--- src/rtl/uart_rx_core_if.sv ---
// uart_rx_core_if: received-word handshake bundle.
// master = receiver side, slave = downstream consumer.
interface uart_rx_core_if #(
  parameter int DATA_BITS = 7
);
  logic [DATA_BITS-1:0] data_out;
  logic                 valid_out;
  logic                 ready_in;
  logic                 frame_err;
  logic                 parity_err;

  modport master (
    output data_out,
    output valid_out,
    output frame_err,
    output parity_err,
    input  ready_in
  );

  modport slave (
    input  data_out,
    input  valid_out,
    input  frame_err,
    input  parity_err,
    output ready_in
  );
endinterface

--- src/rtl/uart_rx_core.sv ---
// uart_rx_core: oversampled LSB-first UART receiver, 3-sample vote.
// Optional parity bit: define UART_RX_PARITY_EN.
module uart_rx_core #(
  parameter int DATA_BITS  = 7,
  parameter int OVERSAMPLE = 8,
  parameter int STOP_BITS  = 1,
  parameter bit PARITY_ODD = 1'b0
) (
  input  logic                clk,
  input  logic                rst_n,
  input  logic                ena,
  input  logic                rx,
  uart_rx_core_if.master      rxo,
  output logic                overrun,
  output logic [2:0]          state_out
);

  localparam int M   = OVERSAMPLE / 2;
  localparam int SCW = $clog2(OVERSAMPLE);
  localparam int BCW = $clog2(DATA_BITS + 1);

  localparam logic [SCW-1:0] SC_A   = SCW'(M - 1);
  localparam logic [SCW-1:0] SC_B   = SCW'(M);
  localparam logic [SCW-1:0] SC_V   = SCW'(M + 1);
  localparam logic [SCW-1:0] SC_END = SCW'(OVERSAMPLE - 1);
  localparam logic [BCW-1:0] BC_LST = BCW'(DATA_BITS - 1);
  localparam logic [BCW-1:0] SB_LST = BCW'(STOP_BITS - 1);

  typedef enum logic [2:0] {
    IDLE   = 3'd0,
    START  = 3'd1,
    DATA   = 3'd2,
    PARITY = 3'd3,
    STOP   = 3'd4
  } state_t;

  state_t               state;
  logic                 rx_m;
  logic                 rx_s;
  logic [SCW-1:0]       sc;
  logic [BCW-1:0]       bc;
  logic                 s0;
  logic                 s1;
  logic [DATA_BITS-1:0] shreg;
  logic                 ferr_p;
  logic [DATA_BITS-1:0] data_q;
  logic                 valid_q;
  logic                 ferr_q;
`ifdef UART_RX_PARITY_EN
  logic                 perr_p;
  logic                 perr_q;
`endif

  logic vote;
  logic accept;
  logic done;

  assign vote   = (s0 & s1) | (s0 & rx_s) | (s1 & rx_s);
  assign accept = valid_q & rxo.ready_in;
  assign done   = ena && (state == STOP) &&
                  (sc == SC_V) && (bc == SB_LST);

  // Line idles high, so the synchroniser resets to 1.
  always_ff @(posedge clk or negedge rst_n) begin
    if (!rst_n) begin
      rx_m <= 1'b1;
      rx_s <= 1'b1;
    end else begin
      rx_m <= rx;
      rx_s <= rx_m;
    end
  end

  always_ff @(posedge clk or negedge rst_n) begin
    if (!rst_n) begin
      state   <= IDLE;
      sc      <= '0;
      bc      <= '0;
      s0      <= 1'b0;
      s1      <= 1'b0;
      shreg   <= '0;
      ferr_p  <= 1'b0;
      data_q  <= '0;
      valid_q <= 1'b0;
      ferr_q  <= 1'b0;
      overrun <= 1'b0;
`ifdef UART_RX_PARITY_EN
      perr_p  <= 1'b0;
      perr_q  <= 1'b0;
`endif
    end else begin
      overrun <= 1'b0;
      if (accept) valid_q <= 1'b0;
      // A held, unaccepted word wins; the new frame is dropped.
      if (done) begin
        if (!valid_q || accept) begin
          data_q  <= shreg;
          ferr_q  <= ferr_p | ~vote;
          valid_q <= 1'b1;
`ifdef UART_RX_PARITY_EN
          perr_q  <= perr_p;
`endif
        end else begin
          overrun <= 1'b1;
        end
      end
      if (ena) begin
        if (state != IDLE) begin
          if (sc == SC_A) s0 <= rx_s;
          if (sc == SC_B) s1 <= rx_s;
          sc <= (sc == SC_END) ? '0 : sc + 1'b1;
        end
        unique case (state)
          IDLE: begin
            if (!rx_s) begin
              state  <= START;
              sc     <= '0;
              ferr_p <= 1'b0;
`ifdef UART_RX_PARITY_EN
              perr_p <= 1'b0;
`endif
            end
          end
          START: begin
            if (sc == SC_V && vote) begin
              state <= IDLE;
              sc    <= '0;
            end else if (sc == SC_END) begin
              state <= DATA;
              bc    <= '0;
            end
          end
          DATA: begin
            if (sc == SC_V)
              shreg <= {vote, shreg[DATA_BITS-1:1]};
            if (sc == SC_END) begin
              if (bc == BC_LST) begin
                bc <= '0;
`ifdef UART_RX_PARITY_EN
                state <= PARITY;
`else
                state <= STOP;
`endif
              end else begin
                bc <= bc + 1'b1;
              end
            end
          end
`ifdef UART_RX_PARITY_EN
          PARITY: begin
            if (sc == SC_V)
              perr_p <= vote ^ (^shreg) ^ PARITY_ODD;
            if (sc == SC_END) state <= STOP;
          end
`endif
          STOP: begin
            if (sc == SC_V && !vote) ferr_p <= 1'b1;
            // Finish at the last vote to resync early.
            if (sc == SC_V && bc == SB_LST) begin
              state <= IDLE;
              sc    <= '0;
              bc    <= '0;
            end else if (sc == SC_END) begin
              bc <= bc + 1'b1;
            end
          end
          default: state <= IDLE;
        endcase
      end
    end
  end

  assign rxo.data_out  = data_q;
  assign rxo.valid_out = valid_q;
  assign rxo.frame_err = ferr_q;
`ifdef UART_RX_PARITY_EN
  assign rxo.parity_err = perr_q;
`else
  assign rxo.parity_err = 1'b0;
  wire   unused_parity_odd = PARITY_ODD;
`endif
  assign state_out = state;

endmodule
--- src/flat_wrapper.sv ---
// flat-port wrapper written by rule: the top's interface ports become plain ports
module uart_rx_core_flat 
#(
  parameter int DATA_BITS  = 7,
  parameter int OVERSAMPLE = 8,
  parameter int STOP_BITS  = 1,
  parameter bit PARITY_ODD = 1'b0
)
  (clk, rst_n, ena, rx, overrun, state_out, rxo_data_out, rxo_valid_out, rxo_frame_err, rxo_parity_err, rxo_ready_in);
  uart_rx_core_if #(.DATA_BITS(DATA_BITS)) rxo_i ();
  input  logic clk;
  input  logic rst_n;
  input  logic ena;
  input  logic rx;
  output logic overrun;
  output logic [2:0] state_out;
  output wire logic [$bits(rxo_i.data_out)-1:0] rxo_data_out;
  output wire logic [$bits(rxo_i.valid_out)-1:0] rxo_valid_out;
  output wire logic [$bits(rxo_i.frame_err)-1:0] rxo_frame_err;
  output wire logic [$bits(rxo_i.parity_err)-1:0] rxo_parity_err;
  input wire logic [$bits(rxo_i.ready_in)-1:0] rxo_ready_in;
  assign rxo_data_out = rxo_i.data_out;
  assign rxo_valid_out = rxo_i.valid_out;
  assign rxo_frame_err = rxo_i.frame_err;
  assign rxo_parity_err = rxo_i.parity_err;
  assign rxo_i.ready_in = rxo_ready_in;
  uart_rx_core #(.DATA_BITS(DATA_BITS), .OVERSAMPLE(OVERSAMPLE), .STOP_BITS(STOP_BITS), .PARITY_ODD(PARITY_ODD)) u_core (.clk(clk), .rst_n(rst_n), .ena(ena), .rx(rx), .rxo(rxo_i), .overrun(overrun), .state_out(state_out));
endmodule
--- config.mk ---
export PLATFORM = sky130hd
export DESIGN_NAME = uart_rx_core_flat
export DESIGN_NICKNAME = d
export VERILOG_FILES = /design/src/rtl/uart_rx_core_if.sv /design/src/rtl/uart_rx_core.sv /design/src/flat_wrapper.sv
export SDC_FILE = /design/constraint.sdc
export NUM_CORES = 1
export LEC_CHECK = 0
export CAP_MARGIN = 0
export CELL_PAD_IN_SITES_DETAIL_PLACEMENT = 2
export CELL_PAD_IN_SITES_GLOBAL_PLACEMENT = 2
export CORE_UTILIZATION = 37
export DETAILED_ROUTE_END_ITERATION = 8
export PLACE_DENSITY = 0.79
export SYNTH_ARGS = -nofsm -noshare
export SYNTH_HDL_FRONTEND = slang
export SYNTH_SLANG_ARGS = --single-unit
--- constraint.sdc ---
create_clock -name clk -period 2.5 [get_ports clk]
set_input_delay 0.5 -clock clk [delete_from_list [all_inputs] [get_ports clk]]
set_output_delay 0.5 -clock clk [all_outputs]
set_load 0.01 [all_outputs]
==> results of run 1 <==
## critical path: stages, from the launching register on
cell,delay [ps]
dfrtp_1,440
ha_1,230
ha_1,260
nand2_1,100
a211oi_1,400
o311a_1,290
mux2_2,350
## power groups by stage
stage	clock network, W	registers (W)	logic (W)
5_1_grt	0.000549	0.000714	0.000526
3_3_place_gp	0	0.000690	0.000439
2_1_floorplan	0	0.000662	0.000330
3_5_place_dp	0	0.000707	0.000482
6_report	0.000512	0.000695	0.000478
4_1_cts	0.000525	0.000698	0.000486
## state kept, by name (all words and copies together), names as in the netlist, 3 cells and up
signal               cells
u_core.state_out         3
u_core.sc                3
u_core.rxo.data_out      7
u_core.bc                3
u_core.shreg             7
## synthesized netlist by cell type, drive strengths merged, types with 2 or more instances
cell type   n
ha          8
and2        2
dfstp       2
clkbuf      2
mux2       21
o21ai       3
and3        4
or3b        2
a32o        3
a211oi      2
nand2      10
buf         5
inv         8
dfrtp      29
nor2        4
nor2b       3
a21oi       3
nand2b      5
nand3       3
a2bb2oi     2
nor3        4
## cell usage in the layout, fill, tap and decap left out, drive strengths merged, types with 3 or more instances in the layout
cell,count
dfrtp,29
clkdlybuf4s50,17
and3,4
a32o,3
mux2,21
clkbuf,6
nor2b,3
nand3,3
a21oi,3
nor2,4
inv,8
nand2,10
buf,4
ha,8
nand2b,5
nor3,4
o21ai,3
## metrics by stage
step / std cells / power, W / hold slack, ps
after floorplan: 139 / 0.000992 / 204
after global placement: 203 / 0.00113 / 351
after detailed placement: 203 / 0.00119 / 349
after CTS: 211 / 0.00171 / 363
after global routing: 211 / 0.00179 / 366
final: 211 / 0.00169 / 359
## layout make-up
| cell class | count | area (µm²) | share of cell area |
|---|---|---|---|
| clock buffer | 6 | 82.6 | 0.0418 |
| clock inverter | 2 | 35.0 | 0.0177 |
| inverter | 8 | 30.0 | 0.0152 |
| multi-input combinational | 93 | 787 | 0.398 |
| sequential | 31 | 778 | 0.394 |
| tap | 50 | 62.6 | 0.0317 |
| timing repair buffer | 21 | 200 | 0.101 |
## logic make-up after synthesis
group | count (synthesis) | synth area share
AO/OA/AOI/OAI | 17 | 0.0787
XOR/XNOR | 1 | 0.00535
adder cells (fa/ha/maj) | 9 | 0.0680
buffers and inverters | 15 | 0.0436
flip-flops | 31 | 0.476
multiplexers | 22 | 0.169
other | 1 | 0.00229
AND/OR/NAND/NOR | 43 | 0.157
## routing by layer
layer / wire, µm / part of all wire
met4: 63 / 0.017
met2: 1920 / 0.51
met3: 98 / 0.026
met5: 0 / 0
met1: 1700 / 0.45
## how the worst max path moves through the flow
stage	slack [ps]	start	endpoint
after floorplan	550	u_core.sc[0]	u_core.bc[0]
after global placement	350	ena	u_core.rxo.data_out[3]
after detailed placement	300	ena	u_core.state_out[2]
after CTS	290	u_core.sc[0]	u_core.bc[0]
after global routing	180	u_core.sc[0]	u_core.bc[1]
final	320	u_core.sc[0]	u_core.bc[0]
==> impl_metrics.env, run 1 <==
export IMPL_status="completed"
export IMPL_synth_area_leaders="dfrtp_1 44%, mux2_2 8.9%, mux2_4 7.3%, ha_1 6.1%, dfstp_2 3.2%"
export IMPL_synth_area_leader_cell="dfrtp_1"
export IMPL_synth_top_area_frac=0.443
export IMPL_worstReg2RegEnd="u_core.bc[0]"
export IMPL_syn_to_final_growth_pct=20.7
export IMPL_remaining_drc_errors=0
export IMPL_cts_root_buf="clkbuf_8"
export IMPL_cap_violations=0
export IMPL_cts_buffer_depth=2
export IMPL_layout_min_cycle_time_ps=2180
export IMPL_met3_usage=0.0444
export IMPL_fin_crit_sh=0.871
export IMPL_internal_power_w=0.00114
export IMPL_cts_sinks=31
export IMPL_seq_power_share=0.412
export IMPL_ctsHtreeMaxLevel=2
export IMPL_fin_area_um2=1980
export IMPL_routed_wl_um=3780
export IMPL_worstPathMaxFanout=5
export IMPL_synth_cell_types=41
export IMPL_worst_slew_pin_transition_ps=493
export IMPL_antenna_found_initial=0
export IMPL_overflow=0
export IMPL_numCtsBuffers=5
export IMPL_hold_path_class="flip-flop to flip-flop"
export IMPL_hold_start="u_core.rx_m"
export IMPL_first_global_vias=1213
export IMPL_yosysWarningCount=0
export IMPL_pwr_density_cell_nw_per_um2=853
export IMPL_critPathArrivalTime_ps=2340
export IMPL_wl_per_cell_um=17.9
export IMPL_worstReg2RegStart="u_core.sc[0]"
export IMPL_pwr_share_comb=0.284
export IMPL_fp_row_count=23
export IMPL_grt_pass1_wl_um=6110
export IMPL_swShare=0.325
export IMPL_slew_headroom=0.668
export IMPL_async_flop_share=1.00
export IMPL_placedInstanceArea_um2=1860
export IMPL_worst_r2r_path_depth=6
export IMPL_cts_resized=0
export IMPL_whs_endpoint="u_core.rx_s"
export IMPL_cts_tree="done"
export IMPL_finalClockSkew_ps=4.37
export IMPL_rsz0062_at_grt="no"
export IMPL_die_area_um2=4690
export IMPL_cp_start_kind="flip-flop"
export IMPL_postCtsHoldBufs=0
export IMPL_crit_required_ps=2670
export IMPL_synth_edff_count=0
export IMPL_nNetsFinal=173
export IMPL_drtAntennaViolNets=0
export IMPL_start_util=0.398
export IMPL_ir_worst_vdd_uv=375
export IMPL_rrSetupSlack_ps=320
export IMPL_ys_flop_type="dfrtp_1"
export IMPL_syn_nets=152
export IMPL_cp_end_kind="flip-flop"
export IMPL_syn_instance_count=139
export IMPL_clkPwrFrac=0.304
export IMPL_dieWidth_um=68.5
export IMPL_setup_slack_ps=324
export IMPL_track_usage=0.185
export IMPL_syn_area_per_cell_um2=11.8
export IMPL_power_switching_w=0.000548
export IMPL_route_vias_total=1116
export IMPL_ios=19
export IMPL_grtUsageMet1=0.223
export IMPL_clock_latency_ps=280
export IMPL_drtPass1Iterations=4
export IMPL_cts_clk_slew_worst_paths_ps=60
export IMPL_fmax_ghz=0.459
export IMPL_ys_seq_elements=31
export IMPL_setup_viol_count_final=0
export IMPL_leakagePower_nw=0.934
export IMPL_syn_cell_area_um2=1640
export IMPL_grt_start_max_net_pins=32
export IMPL_post_place_ws_ps=296
export IMPL_drive_above_1_share=0.255
export IMPL_fin_tns_setup_ps=0
export IMPL_coreArea_um2=4120
export IMPL_vias_per_cell=5.29
export IMPL_hold_violations=0
export IMPL_die_h_um=68.5
export IMPL_postCtsSetupBuffers=0
export IMPL_antenna_cells=0
export IMPL_crit_type="flip-flop to flip-flop"
export IMPL_hold_depth=0
export IMPL_top_usage_layer="met2"
export IMPL_hpwl_um=2830
export IMPL_drt_iter0_markers=37
export IMPL_io_buffers=17
export IMPL_fill_cells=423
export IMPL_fin_util=0.480
export IMPL_slew_viol_final=0
export IMPL_gp_congestion=0.808
export IMPL_ys_seq_area_frac=0.476
export IMPL_met2_usage=0.313
(Power assumes the default switching activity.)
==> run 2, diff against run 1 <==
--- a/config.mk
+++ b/config.mk
@@ -5,12 +5,14 @@
 export SDC_FILE = /design/constraint.sdc
 export NUM_CORES = 1
 export LEC_CHECK = 0
+export ABC_AREA = 1
 export CAP_MARGIN = 0
 export CELL_PAD_IN_SITES_DETAIL_PLACEMENT = 2
 export CELL_PAD_IN_SITES_GLOBAL_PLACEMENT = 2
-export CORE_UTILIZATION = 37
+export CORE_UTILIZATION = 35
 export DETAILED_ROUTE_END_ITERATION = 8
-export PLACE_DENSITY = 0.79
+export MAX_ROUTING_LAYER = met4
+export PLACE_DENSITY = 0.84
 export SYNTH_ARGS = -nofsm -noshare
 export SYNTH_HDL_FRONTEND = slang
 export SYNTH_SLANG_ARGS = --single-unit
==> constraint.sdc (replaced) <==
create_clock -name clk -period 2.8 [get_ports clk]
set_input_delay 0.56 -clock clk [delete_from_list [all_inputs] [get_ports clk]]
set_output_delay 0.56 -clock clk [all_outputs]
set_load 0.01 [all_outputs]
==> impl_metrics.env, run 2 <==
export IMPL_gp_congestion=0.850
export IMPL_drtAntennaViolNets=0
export IMPL_worst_r2r_path_depth=9
export IMPL_cp_start_kind="flip-flop"
export IMPL_cts_buffer_depth=2
export IMPL_io_buffers=17
export IMPL_remaining_drc_errors=0
export IMPL_rrSetupSlack_ps=980
export IMPL_yosys_area_share_adder=0.0592
export IMPL_cp_top_family="buffers and inverters"
export IMPL_critPathMaxStageDelay_ps=600
export IMPL_wl_per_cell_um=16.0
export IMPL_hold_start="u_core.rx_m"
export IMPL_critPathArrivalTime_ps=1410
export IMPL_synth_xor_area_frac=0.00518
export IMPL_drtPass1Iterations=4
export IMPL_clock_latency_ps=280
export IMPL_synth_top_family_by_area="simple AND/OR/NAND/NOR gates"
export IMPL_track_usage=0.212
export IMPL_start_util=0.375
export IMPL_crit_type="flip-flop to primary output"
export IMPL_mostFrequentLayoutCells="62 x nand2_1, 29 x inv_1, 29 x dfrtp_1, 26 x nand3_1, 17 x clkdlybuf4s50_1"
export IMPL_synth_area_leaders="dfrtp_1 43%, nand2_1 14%, nand3_1 7.7%, inv_1 6.4%, ha_1 5.9%"
export IMPL_post_place_ws_ps=664
export IMPL_syn_nets=222
export IMPL_synth_most_common_cell="nand2_1"
export IMPL_worstReg2RegEnd="u_core.rxo.data_out[3]"
export IMPL_numCtsBuffers=5
export IMPL_drive_above_1_share=0.125
export IMPL_vias_per_cell=5.01
export IMPL_hold_path_class="flip-flop to flip-flop"
export IMPL_synth_simple_gate_area_frac=0.304
export IMPL_nNetsFinal=244
export IMPL_fin_crit_sh=0.704
export IMPL_fmax_ghz=0.508
export IMPL_cts_resized=0
export IMPL_coreArea_um2=4500
export IMPL_first_global_vias=1591
export IMPL_yosysWarningCount=0
export IMPL_antenna_found_initial=0
export IMPL_route_vias_total=1422
export IMPL_ys_flop_type="dfrtp_1"
export IMPL_cts_root_buf="clkbuf_8"
export IMPL_finalClockSkew_ps=7.24
export IMPL_worstPathMaxFanout=7
export IMPL_critPathBufInv=1
export IMPL_pwr_density_cell_nw_per_um2=634
export IMPL_worstReg2RegStart="u_core.bc[0]"
export IMPL_async_flop_share=1.00
export IMPL_whs_endpoint="u_core.rx_s"
export IMPL_cts_tree="done"
export IMPL_fp_row_count=24
export IMPL_cap_violations=0
export IMPL_cts_sinks=31
export IMPL_die_area_um2=5110
export IMPL_grt_start_max_net_pins=32
export IMPL_setup_viol_count_final=0
export IMPL_synthTopCellsByCount="62 x nand2_1, 29 x dfrtp_1, 29 x inv_1"
export IMPL_slew_viol_final=0
export IMPL_postCtsHoldBufs=0
export IMPL_crit_required_ps=2240
export IMPL_hold_violations=0
export IMPL_placedInstanceArea_um2=1910
export IMPL_routed_wl_um=4560
export IMPL_hold_depth=0
export IMPL_cp_end_kind="primary output"
export IMPL_setup_slack_ps=830
export IMPL_ys_seq_elements=31
export IMPL_syn_to_final_growth_pct=19.8
export IMPL_crit_slowest_cell="clkdlybuf4s50_1"
export IMPL_fin_area_um2=2020
export IMPL_postCtsSetupBuffers=0
export IMPL_fin_util=0.449
export IMPL_grt_pass1_wl_um=7970
export IMPL_ios=19
export IMPL_cp_cell_sequence="clkdlybuf4s50_1"
export IMPL_dieWidth_um=71.5
export IMPL_synth_compound_area_frac=0.0799
export IMPL_syn_instance_count=209
export IMPL_overflow=0
export IMPL_hpwl_um=3370
export IMPL_cts_clk_slew_worst_paths_ps=70
export IMPL_die_h_um=71.5
export IMPL_synth_cell_types=25
export IMPL_syn_area_per_cell_um2=8.09
export IMPL_synth_area_mux_share=0
export IMPL_ir_worst_vdd_uv=354
export IMPL_rsz0062_at_grt="no"
export IMPL_synth_area_leader_cell="dfrtp_1"
export IMPL_status="completed"
export IMPL_antenna_cells=0
export IMPL_layout_min_cycle_time_ps=1970
export IMPL_drt_iter0_markers=67
export IMPL_ctsHtreeMaxLevel=2
export IMPL_synth_edff_count=0
export IMPL_syn_cell_area_um2=1690
export IMPL_ys_seq_area_frac=0.460
export IMPL_fin_tns_setup_ps=0
export IMPL_leakagePower_nw=1.05
export IMPL_final_common_cell="nand2_1"
export IMPL_synth_top_area_frac=0.429
[run 2: cell types whose count changed after synthesis, sizes merged, moves of 3 or more]
cell | before | now
nor2 | 4 | 12
inv | 8 | 31
mux2 | 21 | 0
nor2b | 3 | 0
nand2b | 5 | 0
o21ai | 3 | 18
and3 | 4 | 0
a32o | 3 | 0
nand2 | 10 | 68
nand3 | 3 | 27
[run 2: worst max-delay path by stage]
stage,endpoint,start,slack [ps],depth (start not counted)
after CTS,state_out[1],u_core.state_out[1],830,1
after detailed placement,u_core.rxo.frame_err,ena,660,7
final,state_out[1],u_core.state_out[1],830,1
after global routing,u_core.bc[0],u_core.sc[0],750,9
after global placement,u_core.rxo.data_out[5],ena,700,7
after floorplan,u_core.rxo.data_out[2],u_core.bc[0],1250,10
[run 2: area by class of cell]
cell class,instances,area (µm²)
repair buffers,19,185
fillers,533,2480
well taps,52,65.1
clock inverters,2,35.0
clock buffers,6,82.6
flip-flops and latches,31,778
inverters,31,116
multi-input cells,143,762
[run 2: per-stage QoR]
step	cells	power (W)	hold WS, ps
floorplan	209	0.000711	264
global placement	276	0.000799	347
detailed placement	276	0.000823	353
CTS	284	0.00130	364
global route	284	0.00136	366
finish	284	0.00128	361
[run 2: kinds of logic (layout without fill, tap and decap cells)]
family / count (synthesis) / in the layout
AOI/OAI and AO/OA: 22 / 22
xor gates and xnor gates: 1 / 1
adders and majority gates: 8 / 8
buffers and inverters: 35 / 58
DFF: 31 / 31
other: 1 / 1
and+or+nand+nor: 111 / 111
[run 2: per-layer routing]
layer	vias up	global-route usage	part of all wire
met3	9	0.0408	0.029
li1	698	-	-
met5	-	-	0
met4	0	0.0719	0.019
met2	28	0.357	0.49
met1	687	0.257	0.46
[run 2: report_power, final]
group	internal (W)	switching, W	total (W)	leakage, nW
Combinational	0.000102	0.000196	0.000298	0.580
Sequential	0.000488	0.0000404	0.000528	0.409
Clock	0.000288	0.000170	0.000458	0.0612
